### src/rtl/mod_mul_pipe.sv
// Three-stage pipelined Barrett modular multiplier r = (a*b) mod Q with
// valid/ready handshake, flush, tag pass-through and out-of-range flagging.
module mod_mul_pipe #(
    parameter int WIDTH = 12,
    parameter int Q     = 3329,
    parameter int TAG_W = 4
) (
    input  logic             clk,
    input  logic             rst_n,
    input  logic             flush,
    input  logic             in_valid,
    output logic             in_ready,
    input  logic [WIDTH-1:0] a,
    input  logic [WIDTH-1:0] b,
    input  logic [TAG_W-1:0] in_tag,
    output logic             out_valid,
    input  logic             out_ready,
    output logic [WIDTH-1:0] r,
    output logic [TAG_W-1:0] out_tag,
    output logic             out_err,
    output logic             busy
);

    localparam int             K     = 2 * WIDTH;
    localparam logic [K:0]     TWO_K = {1'b1, {K{1'b0}}};
    localparam logic [K:0]     M_L   = TWO_K / (K+1)'(Q);
    localparam int             MW    = $clog2(M_L + (K+1)'(1));
    localparam int             PW    = K + MW;
    localparam logic [K-1:0]   Q_K   = K'(Q);
    localparam logic [WIDTH-1:0] Q_W = WIDTH'(Q);

    generate
        if (Q <= 32'sd1 || longint'(Q) >= (64'sd1 <<< WIDTH)) begin : g_bad_q
            $error("mod_mul_pipe: Q must satisfy 1 < Q < 2**WIDTH");
        end
    endgenerate

    logic             s1_v_q, s2_v_q, s3_v_q;
    logic [K-1:0]     s1_p_q, s2_p_q;
    logic [MW-1:0]    s2_qhat_q;
    logic [TAG_W-1:0] s1_tag_q, s2_tag_q, s3_tag_q;
    logic             s1_err_q, s2_err_q, s3_err_q;
    logic [WIDTH-1:0] s3_r_q;

    logic             adv_s;
    logic             s1_v_d;
    logic [K-1:0]     s1_p_d;
    logic             s1_err_d;
    logic [PW-1:0]    pm_s;
    logic [MW-1:0]    s2_qhat_d;
    logic [K-1:0]     qq_s, t0_s, t1_s;
    logic [WIDTH-1:0] s3_r_d;

    assign adv_s     = !s3_v_q || out_ready;
    assign in_ready  = rst_n && adv_s && !flush;
    assign out_valid = s3_v_q;
    assign r         = s3_r_q;
    assign out_tag   = s3_tag_q;
    assign out_err   = s3_err_q;
    assign busy      = s1_v_q || s2_v_q || s3_v_q;

    // Datapath: full product, Barrett quotient estimate, and up to two corrections.
    always_comb begin
        s1_v_d    = in_valid && in_ready;
        s1_p_d    = K'(a) * K'(b);
        s1_err_d  = (a >= Q_W) || (b >= Q_W);
        pm_s      = PW'(s1_p_q) * PW'(M_L);
        s2_qhat_d = MW'(pm_s >> K);
        qq_s      = K'(s2_qhat_q) * Q_K;
        t0_s      = s2_p_q - qq_s;
        if (t0_s >= Q_K) begin
            t1_s = t0_s - Q_K;
        end else begin
            t1_s = t0_s;
        end
        if (t1_s >= Q_K) begin
            s3_r_d = WIDTH'(t1_s - Q_K);
        end else begin
            s3_r_d = WIDTH'(t1_s);
        end
    end

    // Pipeline registers: flush drops valids, a stall freezes every stage.
    always_ff @(posedge clk or negedge rst_n) begin
        if (!rst_n) begin
            s1_v_q    <= 1'b0;
            s2_v_q    <= 1'b0;
            s3_v_q    <= 1'b0;
            s1_p_q    <= '0;
            s2_p_q    <= '0;
            s2_qhat_q <= '0;
            s1_tag_q  <= '0;
            s2_tag_q  <= '0;
            s3_tag_q  <= '0;
            s1_err_q  <= 1'b0;
            s2_err_q  <= 1'b0;
            s3_err_q  <= 1'b0;
            s3_r_q    <= '0;
        end else if (flush) begin
            s1_v_q <= 1'b0;
            s2_v_q <= 1'b0;
            s3_v_q <= 1'b0;
        end else if (adv_s) begin
            s1_v_q    <= s1_v_d;
            s1_p_q    <= s1_p_d;
            s1_tag_q  <= in_tag;
            s1_err_q  <= s1_err_d;
            s2_v_q    <= s1_v_q;
            s2_p_q    <= s1_p_q;
            s2_qhat_q <= s2_qhat_d;
            s2_tag_q  <= s1_tag_q;
            s2_err_q  <= s1_err_q;
            s3_v_q    <= s2_v_q;
            s3_r_q    <= s3_r_d;
            s3_tag_q  <= s2_tag_q;
            s3_err_q  <= s2_err_q;
        end
    end

endmodule

### config.mk
export PLATFORM = sky130hd
export DESIGN_NAME = mod_mul_pipe
export DESIGN_NICKNAME = d
export VERILOG_FILES = /design/src/rtl/mod_mul_pipe.sv
export SDC_FILE = /design/constraint.sdc
export NUM_CORES = 1
export LEC_CHECK = 0
export ABC_AREA = 1
export BUFFER_PORTS_ARGS = -buffer_cell sky130_fd_sc_hd__buf_2
export CELL_PAD_IN_SITES_DETAIL_PLACEMENT = 1
export CELL_PAD_IN_SITES_GLOBAL_PLACEMENT = 1
export CORE_MARGIN = 5
export CORE_UTILIZATION = 34
export DETAILED_ROUTE_END_ITERATION = 10
export GPL_ROUTABILITY_DRIVEN = 0
export PLACE_DENSITY = 0.68
export SYNTH_ARGS = -nofsm -noshare
export SYNTH_HDL_FRONTEND = slang
export SYNTH_SLANG_ARGS = --single-unit
### constraint.sdc
create_clock -name clk -period 12.6 [get_ports clk]
set_input_delay 2.52 -clock clk [delete_from_list [all_inputs] [get_ports clk]]
set_output_delay 2.52 -clock clk [all_outputs]
set_load 0.01 [all_outputs]
# --- After elaboration in Yosys (flattened, before gate mapping) ---
# Index checks and enable logic that the tools add are counted.
word_totals:
  regBits: 91
  out_inout_bits: 20
  wordCells: 43
classes:
  n_addsub: 3
  multipliers: 3
  order_cmp: 4
  n_mux: 8
  bitwise_logic: 1
  reduce_logical: 11
ops:
  columns: ["operator", "n"]
  rows:
  - ["greater-or-equal comparator 24 x 12 -> 1 bit (second input constant)", 2]
  - ["multiplier 24 x 13 -> 37 bit (second input constant)", 1]
  - ["greater-or-equal comparator 12 bit (second input constant)", 2]
  - ["multiplier 12 x 12 -> 24 bit", 1]
  - ["multiplier 13 x 12 -> 24 bit (second input constant)", 1]
  - ["2-to-1 mux 24 bit", 1]
  - ["subtractor 24 x 12 -> 24 bit (second input constant)", 1]
  - ["subtractor 24 bit", 1]
  - ["2-to-1 mux 12 bit", 1]
  - ["subtractor 12 bit (second input constant)", 1]
  - ["2-to-1 mux 1 bit", 6]
  - ["logical OR 1 bit", 4]
  - ["logical AND 1 bit", 3]
  - ["zero test 1 bit", 2]
  - ["AND reduction 2 bit", 1]
  - ["nonzero test 2 bit", 1]
  - ["NOT 1 bit", 1]

# --- Depth between registers and ports, before layout ---
# Gate-level depths: netlist of the first run.
logic_depth:
  ltp_word: 7
  mapped_depth: 41
  ltp_nobuf: 40

# --- Worst setup path after synthesis of the first run ---
# OpenSTA, ideal clock, no wires.
synth_timing:
  path_type: "input-to-reg"
  startpoint: "input port b[3]"
  endpoint: "register s1_p_q[23]"
  arrival_ns: 7.381
  path_slack_ns: 5.083
  stages: 24
  cell_sequence: "clkbuf_1 > nand2_1 > fa_1 > inv_1 > fa_1 > inv_1 > fa_1 > inv_1 > fa_1 > fa_1 > ha_1 > nand2_1 > o21ai_0 > a21oi_1 > o21ai_0 > a21boi_0 > o21ai_0 > nand2_1 > inv_1 > nor2_1 > nor2_1 > nor2_1 > xnor2_1 > o21ai_0"
synth_via:
  elab_chain_len: 1
synth_rtl:
  columns: ["element", "line_no", "rtl"]
  rows:
  - ["start: declaration", "14", "input logic [WIDTH-1:0] b,"]
  - ["multiplier 12 x 12 -> 24 bit", "65", "s1_p_d = K'(a) * K'(b);"]
  - ["end signal: assignment", "105", "s1_p_q <= s1_p_d;"]
  - ["end: declaration", "39", "logic [K-1:0] s1_p_q, s2_p_q;"]
# Every way passes these cells.
# A chain may end at the register's enable or synchronous reset.

# --- Final worst setup path of the first run ---
# Same ends and word-level chain as after synthesis.

==> summary.md, run 1 <==
| Metric | Value |
|---|---|
| DRC Markers | `0` |
| Post-cts sizing count | `0` |
| Fin nets | `3031` |
| Initial Util | `0.3412` |
| RSZ-0062 raised after global routing | `no` |
| IO Port Bufs | `52` |
| Largest stage delay on the critical path | `0.55 ns` |
| Max-cap violation count | `0` |
| Vias | `15300` |
| Hold Fails Final Rpt | `0` |
| Compound-Gate Fraction of Synth Area | `0.06329` |
| Clk_skew | `0.01421 ns` |
| CP Cell Sequence | `buf_2, nand2_1, fa_1, inv_1, fa_1, inv_1, fa_1, inv_1, fa_1, fa_1, ha_1, nand2_1, o21ai_0, a21oi_1, o21ai_0, a21boi_0, o21ai_0, nand2_1, inv_1, nor2_1, nor2_1, nor2_1, xnor2_1, o21ai_0` |
| Antenna violations before repair | `0` |
| Min-Delay Path Class | `register to register` |
| Syn nets | `3012` |
| Post-Synth Simple-Gate Area | `0.2155` |
| Die Area | `0.05986 mm^2` |
| CTS buffer count | `9` |
| Post-Route Setup TNS | `0 ns` |
| Vias per cell | `4.807` |
| Design area | `0.01999 mm^2` |
| Critical Path Sink Type | `register` |
| Sequential area share after synthesis | `0.1216` |
| Postcts setup bufs | `0` |
| Dpl cell area | `0.01969 mm^2` |
| Worst reg2reg setup slack | `5.54 ns` |
| Synthesis-to-layout area growth | `6.750%` |
| Vias in the first global route | `16800` |
| Worst-path fanout max | `13` |
| Slew Limit Headroom | `0.4264` |
| Fin Hold WS | `0.4760 ns` |
| Final WL | `51.17 mm` |
| Most used cell, CP | `fa_1` |
| GRT Overall Usage | `0.1743` |
| Critical Path AT | `7.84 ns` |
| Distinct cell type count after synthesis | `46` |
| Layout cells sized above 1 | `0.05607` |
| Number of buffers and inverters on the critical path | `5` |
| Clock Tree Root | `clkbuf_16` |
| Die width | `244.7 um` |
| Post-synth EDFFs | `0` |
| Largest family of logic cells by synthesized area | `adder cells` |
| Post-route ant nets | `0` |
| XOR/XNOR share of the synthesized area | `0.01631` |
| Final setup violation count | `0` |
| IO Pins | `53` |
| Critical path class | `input port to register` |
| Clock sink total | `91` |
| Adder-cell share of the synthesized area | `0.4528` |
| Startpoint Class | `input port` |
| Largest net degree at the start of global routing | `87` |
| Global-route wire length before repair | `86.56 mm` |
| CTS H-tree depth | `3` |
| Synth Warn # | `0` |
| Pre-CTS setup slack | `4.521 ns` |
| Fin crit share | `0.6061` |
| Worst-margin pin slew | `0.8604 ns` |
| WL/cell | `16.08 um` |
| Uppermost layer routed | `met4` |
| Setup slack after layout | `4.963 ns` |
| Clock Latency Late Sink | `0.35 ns` |
| Longest Clk Path Bufs | `2` |
| # diodes | `0` |
| Crit path max-delay family | `adder cells` |
| Site Rows | `86` |
| TritonCTS clock tree | `built` |
| Ys flop type | `dfrtp_1` |
| Critical Path RT | `12.80 ns` |
| Post-CTS Hold Fix Bufs | `0` |
| DR iter-0 viols | `572` |
| Post-Syn Area per Cell | `7.626 um^2` |
| Status | `completed` |
| Flops & latches, synth | `91` |
| Congestion Overflow GR | `0` |
| Peak Freq | `0.1309 GHz` |
| Metal-1 WL | `24.51 mm` |
| CORE AREA | `0.05488 mm^2` |
| Router iterations before antenna repair | `5` |
| Multiplexer area fraction after synthesis | `0` |
| Met2 routed WL | `25.39 mm` |
| Final max-slew violation count | `0` |
| Slowest cell on crit path | `fa_1` |
| Die Y | `244.7 um` |
| Syn Inst Count | `2455` |
| Post-DP HPWL | `44.44 mm` |
| Ys async rst share | `1.000` |
| Syn Std Cell Area | `0.01872 mm^2` |
| Clock slew at reported path FFs | `0.08 ns` |
| Met3 routed WL | `821 um` |
| Tmin final | `7.637 ns` |
==> layer usage <==
| layer | vias up | track usage |
|---|---|---|
| met2 | 129 | 0.3107 |
| met5 | - | 0 |
| li1 | 7512 | - |
| met1 | 7629 | 0.2405 |
| met4 | 0 | 0.02558 |
| met3 | 30 | 0.009691 |
==> metrics by stage <==
| stage | utilization | instances |
|---|---|---|
| floorplan | - | 2455 |
| CTS | 0.3642 | 3183 |
| finish | 0.3642 | 3183 |
| detailed placement | 0.3587 | 3167 |
| global route | 0.3642 | 3183 |
| global placement | 0.3587 | 3167 |
==> cell families after synthesis <==
family                   after synthesis
AND/OR/NAND/NOR                      948
buffers and inverters                642
adder cells (fa/ha/maj)              524
AO/OA/AOI/OAI                        216
flip-flops                            91
XOR/XNOR                              34
==> state kept, by name (all words and copies together) (netlist names) <==
| register | flops |
|---|---|
| s1_v_q | 1 |
| s1_p_q | 24 |
| s2_err_q | 1 |
| out_tag | 4 |
| s2_v_q | 1 |
| s2_p_q | 24 |
| s1_err_q | 1 |
| out_err | 1 |
| out_valid | 1 |
| s1_tag_q | 4 |
| s2_tag_q | 4 |
| s2_qhat_q | 13 |
| r | 12 |
==> cell type report <==
type | instances | area [um^2]
Multi-Input combinational cell | 1722 | 14010
Fill cell | 6860 | 34890
Timing Repair Buffer | 55 | 285.3
Inverter | 595 | 2233
Clock buffer | 9 | 225.2
Sequential cell | 91 | 2277
Tap cell | 704 | 880.8
Clock inverter | 7 | 75.07
==> tightest hold or removal path, delay by kind of cell, from the launching register on <==
kind / cells / cell delay (ns)
flip-flops: 1 / 0.35
AND/OR/NAND/NOR: 2 / 0.10
==> cells in the final DEF (no fill, tap or decap), drive strengths merged, types with 6 or more instances in the layout <==
master,synthesis,final
nand3b,9,9
inv,592,595
ha,268,268
nor2,133,133
o21ai,103,103
a21oi,75,75
nand3,110,110
fa,256,256
xnor2,9,9
xor2,25,25
a31oi,6,6
dfrtp,91,91
nand2,647,647
nor3,11,11
o21a,6,6
clkbuf,40,9
nand4,28,28
buf,7,55
==> final timing paths <==
check / depth (start not counted) / to / startpoint
max: 24 / s1_p_q[23] / b[3]
min: 2 / out_tag[1] / s2_tag_q[1]
max reg2reg: 33 / r[1] / s2_qhat_q[1]
min reg2reg: 2 / out_tag[1] / s2_tag_q[1]
max in group asynchronous: 2 / s2_qhat_q[7] / rst_n
min in group asynchronous: 1 / r[9] / rst_n
==> synth_stat cells (all sizes together) (2+ instances only) <==
cell type / instances / share of area
a21boi: 3 / 0.0012
a21o: 2 / 0.00080
a21oi: 75 / 0.021
a221oi: 2 / 0.00094
a31oi: 6 / 0.0020
buf: 7 / 0.0032
clkbuf: 40 / 0.0080
clkinv: 3 / 0.00060
dfrtp: 91 / 0.12
fa: 256 / 0.27
ha: 268 / 0.18
inv: 592 / 0.12
nand2: 647 / 0.14
nand3: 110 / 0.030
nand3b: 9 / 0.0036
nand4: 28 / 0.0094
nor2: 133 / 0.031
nor3: 11 / 0.0029
nor4: 3 / 0.0010
o211ai: 3 / 0.0012
o21a: 6 / 0.0024
o21ai: 103 / 0.028
o21bai: 3 / 0.0012
o221ai: 2 / 0.00094
o22ai: 3 / 0.0010
o31ai: 4 / 0.0016
or2: 4 / 0.0013
or4: 2 / 0.00080
xnor2: 9 / 0.0042
xor2: 25 / 0.012
Power of run 1 is left out: the tool's default activity adds up to more than one toggle a clock period on the data nets, which glitch-free logic cannot reach.
==> inputs of run 2 (changes only) <==
- PLACE_DENSITY: 0.68 -> 0.7
- clock period: 12.6 -> 6.7 ns (I/O delays scaled with it)
==> run 2 against run 1 <==
Critical path depth down 1. Core utilization up 0.38 points. Clock skew down 0.0040 ns. Cell area up 1.0%. Global-route usage up 0.19 points. First-iteration DRC count up 2.1%. Clock-buffer cell count up 2. Non-clock buffer count up 21. Sequential share of layout area down 0.10 points. Sequential cell count unchanged.
==> summary.md, run 2 (synthesis results as in run 1) <==
| Metric | Value |
|---|---|
| Highest-count cells in the layout ignoring fill and taps | `nand2_1 (613), inv_1 (582), ha_1 (268)` |
| Hold path start | `s2_tag_q[3]` |
| Postcts setup bufs | `0` |
| Regs by FF count | `s1_p_q: 24 flops, s2_p_q: 24 flops, s2_qhat_q: 13 flops` |
| IO Pins | `53` |
| Commonest non-fill, non-tap cell in the layout | `nand2_1` |
| Synthesis-to-layout area growth | `7.852%` |
| Largest stage delay on the critical path | `0.53 ns` |
| Tmin final | `6.343 ns` |
| IO Port Bufs | `52` |
| Post-Layout Cell Count | `3205` |
| Placed Instances | `3188` |
| Clock Latency Late Sink | `0.36 ns` |
| Max-cap violation count | `0` |
| Clk_skew | `0.01019 ns` |
| DR iter-0 viols | `584` |
| CTS buffer count | `9` |
| # fillers | `6885` |
| Vias | `15540` |
| Min-Delay Path Class | `register to register` |
| Vias per cell | `4.847` |
| Multi-input gate area | `0.01406 mm^2` |
| Pre-CTS setup slack | `-0.1943 ns` |
| Slew Limit Headroom | `0.3541` |
| Finished Core Util | `0.3680` |
| Critical Path AT | `6.53 ns` |
| Critical Path Sink Type | `register` |
| Design area | `0.02019 mm^2` |
| Final max-slew violation count | `0` |
| Largest net degree at the start of global routing | `99` |
| Layout cells sized above 1 | `0.06600` |
| Die width | `244.7 um` |
| Final WL | `52.05 mm` |
| Final setup violation count | `0` |
| Worst-path fanout max | `9` |
| Clock slew at reported path FFs | `0.06 ns` |
| Most used cell, CP | `fa_1` |
| Router iterations before antenna repair | `5` |
| Post-DP HPWL | `45.23 mm` |
| R2r startpoint | `s2_qhat_q[2]` |
| Fin nets | `3053` |
| Peak Freq | `0.1577 GHz` |
| Fin crit share | `0.9467` |
| Worst reg2reg setup slack | `0.42 ns` |
| RSZ-0062 raised after global routing | `no` |
| Stages on worst setup path | `23` |
| DRC Markers | `0` |
| Congestion Overflow GR | `0` |
| Longest Clk Path Bufs | `2` |
| Worst Hold Path EP | `out_tag[3]` |
| Post-route ant nets | `0` |
| Dpl cell area | `0.01984 mm^2` |
| Antenna violations before repair | `1` |
| Hold Fails Final Rpt | `0` |
| GRT Overall Usage | `0.1762` |
| TritonCTS clock tree | `built` |
| Crit path max-delay family | `adder cells` |
| CP Cell Sequence | `buf_2, buf_4, nand2_1, fa_1, fa_1, inv_1, fa_1, inv_1, fa_1, inv_1, fa_1, ha_1, a21oi_1, inv_1, a31oi_1, o21ai_0, a31oi_1, o21ai_1, nand2_1, nand2_1, a21oi_1, xor2_1, o21ai_0` |
| Global-route wire length before repair | `87.75 mm` |
| Clock Tree Root | `clkbuf_16` |
| Initial Util | `0.3412` |
| Site Rows | `86` |
| Register area | `0.002280 mm^2` |
| CORE AREA | `0.05488 mm^2` |
| WL/cell | `16.24 um` |
| Worst Hold Depth | `2` |
| Post-cts sizing count | `0` |
| FF-to-FF path depth | `34` |
| Post-CTS Hold Fix Bufs | `0` |
| Critical Path RT | `6.89 ns` |
| Die Y | `244.7 um` |
| Worst-margin pin slew | `0.9689 ns` |
| Startpoint Class | `input port` |
| Status | `completed` |
| Critical path class | `input port to register` |
| Reg2reg end | `r[5]` |
| Slowest cell on crit path | `fa_1` |
| Die Area | `0.05986 mm^2` |
| CTS H-tree depth | `3` |
| Vias in the first global route | `16870` |
| Setup slack after layout | `0.3569 ns` |
| Number of buffers and inverters on the critical path | `6` |
| Clock sink total | `91` |
[run 2: cell types whose count changed in the layout (fill, tap and decap cells not counted), sizes merged]
cell,change
clkinvlp,-2
buf,+21
inv,-2
clkinv,+1
nand2,+1
diode,+1
clkbuf,+2
[run 2: final cells by class]
class,instances,area share
antenna,1,0.0001239
clock buffer,11,0.01202
clock inverter,4,0.002540
inverter,595,0.1106
multi-input combinational,1723,0.6963
sequential,91,0.1129
tap,704,0.04362
timing repair buffer,76,0.02193
[run 2: metal layers]
layer / routed length (um) / GRT usage
met5: 0 / 0
met4: 845 / 0.03350
met3: 1003 / 0.01056
met2: 25470 / 0.3085
met1: 24740 / 0.2442
[run 2: how the worst max path moves through the flow]
stage	startpoint	slack (ns)	endpoint
2_1_floorplan	b[3]	0.36	s1_p_q[23]
5_1_grt	s2_qhat_q[2]	0.01	r[10]
6_report	a[7]	0.36	s1_p_q[20]
3_3_place_gp	a[4]	-0.01	s1_p_q[20]
3_5_place_dp	a[5]	-0.19	s1_p_q[20]
4_1_cts	s2_qhat_q[2]	0.10	r[5]
[run 2: worst reg2reg max path: cells and delay by family, from the launching register on]
family / cells / cell delay (ns)
AO/OA/AOI/OAI: 1 / 0.25
XOR/XNOR: 1 / 0.22
adder cells (fa/ha/maj): 7 / 2.71
buffers and inverters: 7 / 0.45
flip-flops: 1 / 0.47
AND/OR/NAND/NOR: 18 / 2.08
[run 2: stage by stage]
step	TNS, ns	hold WS, ns
2_1_floorplan	0	0.4422
3_3_place_gp	-0.01378	0.4523
3_5_place_dp	-0.1948	0.4626
5_1_grt	0	0.5000
4_1_cts	0	0.4713
6_report	0	0.4694
Power of run 2 is left out for the same reason.
